## src/rtl/riscv_pkg.sv

```systemverilog
// Shared RISC-V CSR types: command encoding, address type and Zicsr funct3 codes.
package riscv_pkg;

   localparam int MXLEN = 64;

   typedef logic [11:0] csr_address_t;

   typedef enum logic [1:0] {
      NO_COMMAND     = 2'd0,
      READ_ONLY      = 2'd1,
      WRITE_ONLY     = 2'd2,
      WRITE_AND_READ = 2'd3
   } csr_command_t;

   typedef enum logic [2:0] {
      CSRRW  = 3'b001,
      CSRRS  = 3'b010,
      CSRRC  = 3'b011,
      CSRRWI = 3'b101,
      CSRRSI = 3'b110,
      CSRRCI = 3'b111
   } csr_funct3_t;

endpackage

```

## src/rtl/csr_access_unit_if.sv

```systemverilog
// Execute-stage request/response and CSR-file bus signals of the CSR access unit.
interface csr_access_unit_if #(
   parameter int MXLEN = riscv_pkg::MXLEN
) ();

   logic                     req_valid_i;
   logic                     req_ready_o;
   logic [2:0]               req_funct3_i;
   riscv_pkg::csr_address_t  req_address_i;
   logic [MXLEN-1:0]         req_rs1_data_i;
   logic [4:0]               req_uimm_i;
   logic                     req_rd_zero_i;
   logic                     rsp_valid_o;
   logic                     rsp_ready_i;
   logic [MXLEN-1:0]         rsp_data_o;
   logic                     rsp_illegal_o;
   riscv_pkg::csr_address_t  csr_address_o;
   riscv_pkg::csr_command_t  csr_command_o;
   logic [MXLEN-1:0]         csr_write_data_o;
   logic [MXLEN-1:0]         csr_read_data_i;
   logic                     csr_read_data_valid_i;

   modport slave (
      input  req_valid_i, req_funct3_i, req_address_i, req_rs1_data_i, req_uimm_i,
             req_rd_zero_i, rsp_ready_i, csr_read_data_i, csr_read_data_valid_i,
      output req_ready_o, rsp_valid_o, rsp_data_o, rsp_illegal_o,
             csr_address_o, csr_command_o, csr_write_data_o
   );

   modport master (
      output req_valid_i, req_funct3_i, req_address_i, req_rs1_data_i, req_uimm_i,
             req_rd_zero_i, rsp_ready_i, csr_read_data_i, csr_read_data_valid_i,
      input  req_ready_o, rsp_valid_o, rsp_data_o, rsp_illegal_o,
             csr_address_o, csr_command_o, csr_write_data_o
   );

endinterface

```

## src/rtl/csr_access_unit_rmw_alu.sv

```systemverilog
// Read-modify-write data for CSRRW/S/C: new value from the old CSR value and the source operand.
module csr_rmw_alu
   import riscv_pkg::*;
#(
   parameter int MXLEN = 64
) (
   input  logic [2:0]       funct3_i,
   input  logic [MXLEN-1:0] old_i,
   input  logic [MXLEN-1:0] src_i,
   output logic [MXLEN-1:0] wdata_o
);

   always_comb begin
      wdata_o = src_i;
      case (funct3_i)
         CSRRS, CSRRSI: wdata_o = old_i | src_i;
         CSRRC, CSRRCI: wdata_o = old_i & ~src_i;
         default:       wdata_o = src_i;
      endcase
   end

endmodule

```

## src/rtl/csr_access_unit.sv

```systemverilog
// Zicsr initiator: sequences read / read-modify-write on the CSR bus and returns the old value.
// Optional CSR_SINGLE_CYCLE_RW_EN: CSRRW/CSRRWI with rd!=x0 use one WRITE_AND_READ cycle.
module csr_access_unit
   import riscv_pkg::*;
#(
   parameter int MXLEN = riscv_pkg::MXLEN
) (
   input logic         clock_i,
   input logic         reset_ni,
   csr_access_unit_if.slave bus
);

   localparam logic [1:0] S_IDLE  = 2'd0;
   localparam logic [1:0] S_READ  = 2'd1;
   localparam logic [1:0] S_WRITE = 2'd2;
   localparam logic [1:0] S_RESP  = 2'd3;

   logic [1:0]       state_q, state_d;
   logic             illegal_q, illegal_d;
   logic [MXLEN-1:0] old_q, old_d;
   logic [MXLEN-1:0] src_q, src_d;
   csr_address_t     addr_q;
   logic [2:0]       funct3_q;
   logic             wintent_q, wintent_d;
   logic             accept;
   logic             is_rw_d;
   logic             illegal_early;
   logic [MXLEN-1:0] wdata;
   csr_command_t     command;
`ifdef CSR_SINGLE_CYCLE_RW_EN
   logic             rw_read_q;
`endif

   assign accept  = (state_q == S_IDLE) && bus.req_valid_i;
   assign is_rw_d = (bus.req_funct3_i[1:0] == 2'b01);
   assign src_d   = bus.req_funct3_i[2] ? {{(MXLEN-5){1'b0}}, bus.req_uimm_i}
                                        : bus.req_rs1_data_i;
   assign wintent_d = is_rw_d || (src_d != '0);
   // Unused funct3 codes, or any write to the read-only address quadrant, fail before the bus.
   assign illegal_early = (bus.req_funct3_i[1:0] == 2'b00) ||
                          (wintent_d && (bus.req_address_i[11:10] == 2'b11));

   always_comb begin
      state_d   = state_q;
      illegal_d = illegal_q;
      old_d     = old_q;
      case (state_q)
         S_IDLE: begin
            if (bus.req_valid_i) begin
               illegal_d = illegal_early;
               old_d     = '0;
               if (illegal_early) begin
                  state_d = S_RESP;
`ifdef CSR_SINGLE_CYCLE_RW_EN
               end else if (is_rw_d) begin
`else
               end else if (is_rw_d && bus.req_rd_zero_i) begin
`endif
                  state_d = S_WRITE;
               end else begin
                  state_d = S_READ;
               end
            end
         end
         S_READ: begin
            if (!bus.csr_read_data_valid_i) begin
               illegal_d = 1'b1;
               state_d   = S_RESP;
            end else begin
               old_d   = bus.csr_read_data_i;
               state_d = wintent_q ? S_WRITE : S_RESP;
            end
         end
         S_WRITE: begin
            // The CSR file drops the write itself when the access is invalid.
            if (!bus.csr_read_data_valid_i) begin
               illegal_d = 1'b1;
            end
`ifdef CSR_SINGLE_CYCLE_RW_EN
            else if (rw_read_q) begin
               old_d = bus.csr_read_data_i;
            end
`endif
            state_d = S_RESP;
         end
         default: begin
            if (bus.rsp_ready_i) begin
               state_d = S_IDLE;
            end
         end
      endcase
   end

   always_ff @(posedge clock_i) begin
      if (!reset_ni) begin
         state_q   <= S_IDLE;
         illegal_q <= 1'b0;
      end else begin
         state_q   <= state_d;
         illegal_q <= illegal_d;
      end
   end

   always_ff @(posedge clock_i) begin
      old_q <= old_d;
      if (accept) begin
         addr_q    <= bus.req_address_i;
         funct3_q  <= bus.req_funct3_i;
         src_q     <= src_d;
         wintent_q <= wintent_d;
`ifdef CSR_SINGLE_CYCLE_RW_EN
         rw_read_q <= is_rw_d && !bus.req_rd_zero_i;
`endif
      end
   end

   csr_rmw_alu #(.MXLEN(MXLEN)) u_rmw_alu (
      .funct3_i (funct3_q),
      .old_i    (old_q),
      .src_i    (src_q),
      .wdata_o  (wdata)
   );

   always_comb begin
      command = NO_COMMAND;
      case (state_q)
         S_READ:  command = READ_ONLY;
`ifdef CSR_SINGLE_CYCLE_RW_EN
         S_WRITE: command = rw_read_q ? WRITE_AND_READ : WRITE_ONLY;
`else
         S_WRITE: command = WRITE_ONLY;
`endif
         default: command = NO_COMMAND;
      endcase
   end

   // Bus and response outputs are forced to zero outside their active states.
   assign bus.csr_command_o    = command;
   assign bus.csr_address_o    = (state_q == S_READ || state_q == S_WRITE) ? addr_q : '0;
   assign bus.csr_write_data_o = (state_q == S_WRITE) ? wdata : '0;
   assign bus.req_ready_o      = (state_q == S_IDLE);
   assign bus.rsp_valid_o      = (state_q == S_RESP);
   assign bus.rsp_illegal_o    = (state_q == S_RESP) && illegal_q;
   assign bus.rsp_data_o       = (state_q == S_RESP && !illegal_q) ? old_q : '0;

endmodule

```

## src/flat_wrapper.sv

```systemverilog
// flat-port wrapper written by rule: the top's interface ports become plain ports
module csr_access_unit_flat import riscv_pkg::*;
#(
   parameter int MXLEN = riscv_pkg::MXLEN
)
  (clock_i, reset_ni, bus_req_valid_i, bus_req_funct3_i, bus_req_address_i, bus_req_rs1_data_i, bus_req_uimm_i, bus_req_rd_zero_i, bus_rsp_ready_i, bus_csr_read_data_i, bus_csr_read_data_valid_i, bus_req_ready_o, bus_rsp_valid_o, bus_rsp_data_o, bus_rsp_illegal_o, bus_csr_address_o, bus_csr_command_o, bus_csr_write_data_o);
  csr_access_unit_if #(.MXLEN(MXLEN)) bus_i ();
  input logic clock_i;
  input logic reset_ni;
  input wire logic [$bits(bus_i.req_valid_i)-1:0] bus_req_valid_i;
  input wire logic [$bits(bus_i.req_funct3_i)-1:0] bus_req_funct3_i;
  input wire logic [$bits(bus_i.req_address_i)-1:0] bus_req_address_i;
  input wire logic [$bits(bus_i.req_rs1_data_i)-1:0] bus_req_rs1_data_i;
  input wire logic [$bits(bus_i.req_uimm_i)-1:0] bus_req_uimm_i;
  input wire logic [$bits(bus_i.req_rd_zero_i)-1:0] bus_req_rd_zero_i;
  input wire logic [$bits(bus_i.rsp_ready_i)-1:0] bus_rsp_ready_i;
  input wire logic [$bits(bus_i.csr_read_data_i)-1:0] bus_csr_read_data_i;
  input wire logic [$bits(bus_i.csr_read_data_valid_i)-1:0] bus_csr_read_data_valid_i;
  output wire logic [$bits(bus_i.req_ready_o)-1:0] bus_req_ready_o;
  output wire logic [$bits(bus_i.rsp_valid_o)-1:0] bus_rsp_valid_o;
  output wire logic [$bits(bus_i.rsp_data_o)-1:0] bus_rsp_data_o;
  output wire logic [$bits(bus_i.rsp_illegal_o)-1:0] bus_rsp_illegal_o;
  output wire logic [$bits(bus_i.csr_address_o)-1:0] bus_csr_address_o;
  output wire logic [$bits(bus_i.csr_command_o)-1:0] bus_csr_command_o;
  output wire logic [$bits(bus_i.csr_write_data_o)-1:0] bus_csr_write_data_o;
  assign bus_i.req_valid_i = bus_req_valid_i;
  assign bus_i.req_funct3_i = bus_req_funct3_i;
  assign bus_i.req_address_i = bus_req_address_i;
  assign bus_i.req_rs1_data_i = bus_req_rs1_data_i;
  assign bus_i.req_uimm_i = bus_req_uimm_i;
  assign bus_i.req_rd_zero_i = bus_req_rd_zero_i;
  assign bus_i.rsp_ready_i = bus_rsp_ready_i;
  assign bus_i.csr_read_data_i = bus_csr_read_data_i;
  assign bus_i.csr_read_data_valid_i = bus_csr_read_data_valid_i;
  assign bus_req_ready_o = bus_i.req_ready_o;
  assign bus_rsp_valid_o = bus_i.rsp_valid_o;
  assign bus_rsp_data_o = bus_i.rsp_data_o;
  assign bus_rsp_illegal_o = bus_i.rsp_illegal_o;
  assign bus_csr_address_o = bus_i.csr_address_o;
  assign bus_csr_command_o = bus_i.csr_command_o;
  assign bus_csr_write_data_o = bus_i.csr_write_data_o;
  csr_access_unit #(.MXLEN(MXLEN)) u_core (.clock_i(clock_i), .reset_ni(reset_ni), .bus(bus_i));
endmodule
```

## config.mk

```make
export PLATFORM = sky130hd
export DESIGN_NAME = csr_access_unit_flat
export DESIGN_NICKNAME = d
export VERILOG_FILES = /design/src/rtl/riscv_pkg.sv /design/src/rtl/csr_access_unit_if.sv /design/src/rtl/csr_access_unit_rmw_alu.sv /design/src/rtl/csr_access_unit.sv /design/src/flat_wrapper.sv
export SDC_FILE = /design/constraint.sdc
export NUM_CORES = 1
export LEC_CHECK = 0
export CORE_ASPECT_RATIO = 1.25
export CORE_MARGIN = 2
export CORE_UTILIZATION = 25
export CTS_BUF_LIST = sky130_fd_sc_hd__clkbuf_4 sky130_fd_sc_hd__clkbuf_8 sky130_fd_sc_hd__clkbuf_16
export DETAILED_ROUTE_END_ITERATION = 16
export GPL_ROUTABILITY_DRIVEN = 0
export PLACE_DENSITY_LB_ADDON = 0.25
export SLEW_MARGIN = 5
export SYNTH_ARGS = -nofsm -noshare
export SYNTH_HDL_FRONTEND = slang
export SYNTH_HIERARCHICAL = 1
export SYNTH_SLANG_ARGS = --single-unit
```

## constraint.sdc

```tcl
create_clock -name clock_i -period 6.3 [get_ports clock_i]
set_input_delay 1.89 -clock clock_i [delete_from_list [all_inputs] [get_ports clock_i]]
set_output_delay 1.89 -clock clock_i [all_outputs]
set_load 0.05 [all_outputs]
```

==> flow_results.org <==
** Status
- Status :: complete, no violations

** Drt
- Number of antenna-violating nets in the routed design :: 0
- Total iterations of the first detailed-routing run :: 4
- The detailed router finished its first iteration with 292 violations.
- After detailed routing, the number of vias per cell comes to 4.27.
- In the routed design, unresolved DRC markers number 0.
- Wirelength, routed :: 24900 µm
- Detailed routing inserted a total of 5769 vias.
- Post-DR wirelength/cell :: 18.5 µm

** Min path
- Worst Hold Class :: flop to flop

** Worst setup path
- Crit path arrival time :: 3.26 ns
- Data on the critical path is required at its endpoint by 4.41 ns.
- Worst Setup Path Type :: flop to output pin
- Of all nets on the critical path, the largest fanout is 46.
- Critical path capture point type :: output pin
- STA classifies the critical path startpoint as a flop.

** Die
- Pin placement for this block handled 299 I/O pins.
- Once the floorplan was initialized, standard cells occupied 25.4% of the core.
- The die covers 31900 µm².
- The floorplan step set the die width to 160 µm.
- Placement Rows :: 71
- After floorplanning, the core was sized to cover 30000 µm².
- Die height :: 199 µm

** Global routing
- In the global route stage, met1 resource usage came out at 17.8%.
- The via count of the first global-routing pass came to 6144.
- Global routing used 4.09% of the available met3 tracks.
- Most crowded layer after global routing :: met2
- The initial antenna violation count was 5.
- Global routing finished with a remaining overflow of 0.
- Largest net degree at the start of global routing :: 69
- For this run, global-route usage on met2 was measured as 28.0%.
- Global-route wire length before repair :: 37200 µm
- In the global route stage, overall resource usage came out at 15.6%.

** Timing
- Slew of the pin with the lowest slew margin :: 1.02 ns
- The final-report hold violation count came to 0.
- Headroom to the max-slew limit came out at 32.3%.
- Timing would allow up to 194 MHz.
- Post-Route Hold Slack :: 0.639 ns
- Count of final setup violators :: 0
- Unrepaired setup endpoints after global routing :: no
- Post-route setup TNS :: 0 ns
- Skew final :: 0.00791 ns
- The final critical path takes up 81.8% of the cycle.
- Final critical delay including setup and external delays :: 5.15 ns
- The number of slew-limit violations in the final report came to 0.

** Clocking
- In this run, post-CTS repair resized a total of 0 instances.
- CTS tree :: built
- Clock-pin slew was measured on the worst setup and hold paths at 0.06 ns.
- Clock tree root driver cell :: clkbuf_16
- Max Buffers Root-to-Sink :: 2
- Clk_lat worst skew :: 0.42 ns
- Clk sink count :: 146
- Once the clock tree was built, the setup fixing pass inserted 0 buffers.
- The H-tree was split into 4 levels.
- Hold repair after CTS inserted 0 buffers.
- Buffers inserted during clock tree synthesis total 17.

** Synthesis
- Mean instance size in the synthesized netlist :: 11.7 µm²
- Yosys printed 6 warnings.
- When the netlist entered floorplanning its net count stood at 808.
- Counting every instance in the synthesized netlist gives 650.
- Post-synthesis instance area :: 7620 µm²

** Pwr
- Leakage :: 3.96 nW
- Dividing total power by cell area gives a power density of 414 nW/µm².
- Across the VDD grid, the largest voltage drop is 0.000419 V.
- Total power for the finished layout comes to 4.78 mW.

** Finish
- Cells with a size suffix above 1 make up 12.1% of the layout.
- The finished cells cover 11600 µm².
- Most used cells in the layout excluding fill and tap cells :: clkdlybuf4s50_1, and2_1, edfxtp_1, a21oi_1, nor2b_1
- Leaving out filler cells and counting taps, the final layout contains 1350.
- The area growth from synthesis to layout is 51.7%.
- Net count of the finished layout :: 1090
- Filler cell count in the final layout :: 3035
- Leaving out fill and tap cells, the most frequent cell in the layout is clkdlybuf4s50_1.

** Place
- HPWL after detailed placement :: 18000 µm
- Inst Count DP :: 1314
- Total placed instance area :: 10900 µm²
- Input and output buffers added on the ports amount to 298.

** Job
- The tool flagged a number of max-cap violations equal to 0.
## final cells by class
cell class                 instances  area, µm²  share of cell area [%]
tap                              401        502                    4.34
clock inverter                    10        158                    1.36
inverter                           3       11.3                  0.0974
sequential                       146       4350                    37.7
multi-input combinational        458       2990                    25.9
timing repair buffer             306       3050                    26.4
clock buffer                      22        482                    4.17
antenna                            4       10.0                  0.0866
## metrics by stage
stage          setup slack, ns  util, %
6_report                  1.15     38.5
5_1_grt                  0.898     38.5
4_1_cts                   1.07     38.5
3_5_place_dp              1.55     36.3
3_3_place_gp              1.67     36.3
2_1_floorplan             1.16        -
## report_power, final
part | internal (mW) | switching [mW]
Combinational | 0.670 | 1.32
Clock | 0.702 | 0.407
Sequential | 1.52 | 0.166
Total | 2.89 | 1.89
## registers in the layout, summed over array words and instances (netlist names)
name / cells
u_core/wintent_q: 1
u_core/illegal_q: 1
u_core/funct3_q: 2
u_core/state_q: 2
u_core/src_q: 64
u_core/addr_q: 12
u_core/old_q: 64
## metal layers
metal | share of wire, % | vias to the layer above
li1 | - | 2844
met4 | 2.4 | 2
met2 | 52 | 186
met3 | 5.3 | 31
met1 | 40 | 2706
met5 | 0.052 | -
## final timing paths
check,from,endpoint,slack [ns],cells after the start
max,u_core/state_q[0],bus_rsp_data_o[38],1.15,5
min,u_core/illegal_q,u_core/illegal_q,0.64,2
max reg2reg,u_core/state_q[1],u_core/old_q[15],3.46,6
min reg2reg,u_core/illegal_q,u_core/illegal_q,0.64,2
## worst max-delay path: stages, from the launching register on
cell and delay [ns]:
dfxtp_1 0.38, ha_1 0.26, nor2b_4 0.82, buf_4 0.35, and2_1 0.15, clkdlybuf4s50_1 0.80
Power figures use the tool's default switching activity.
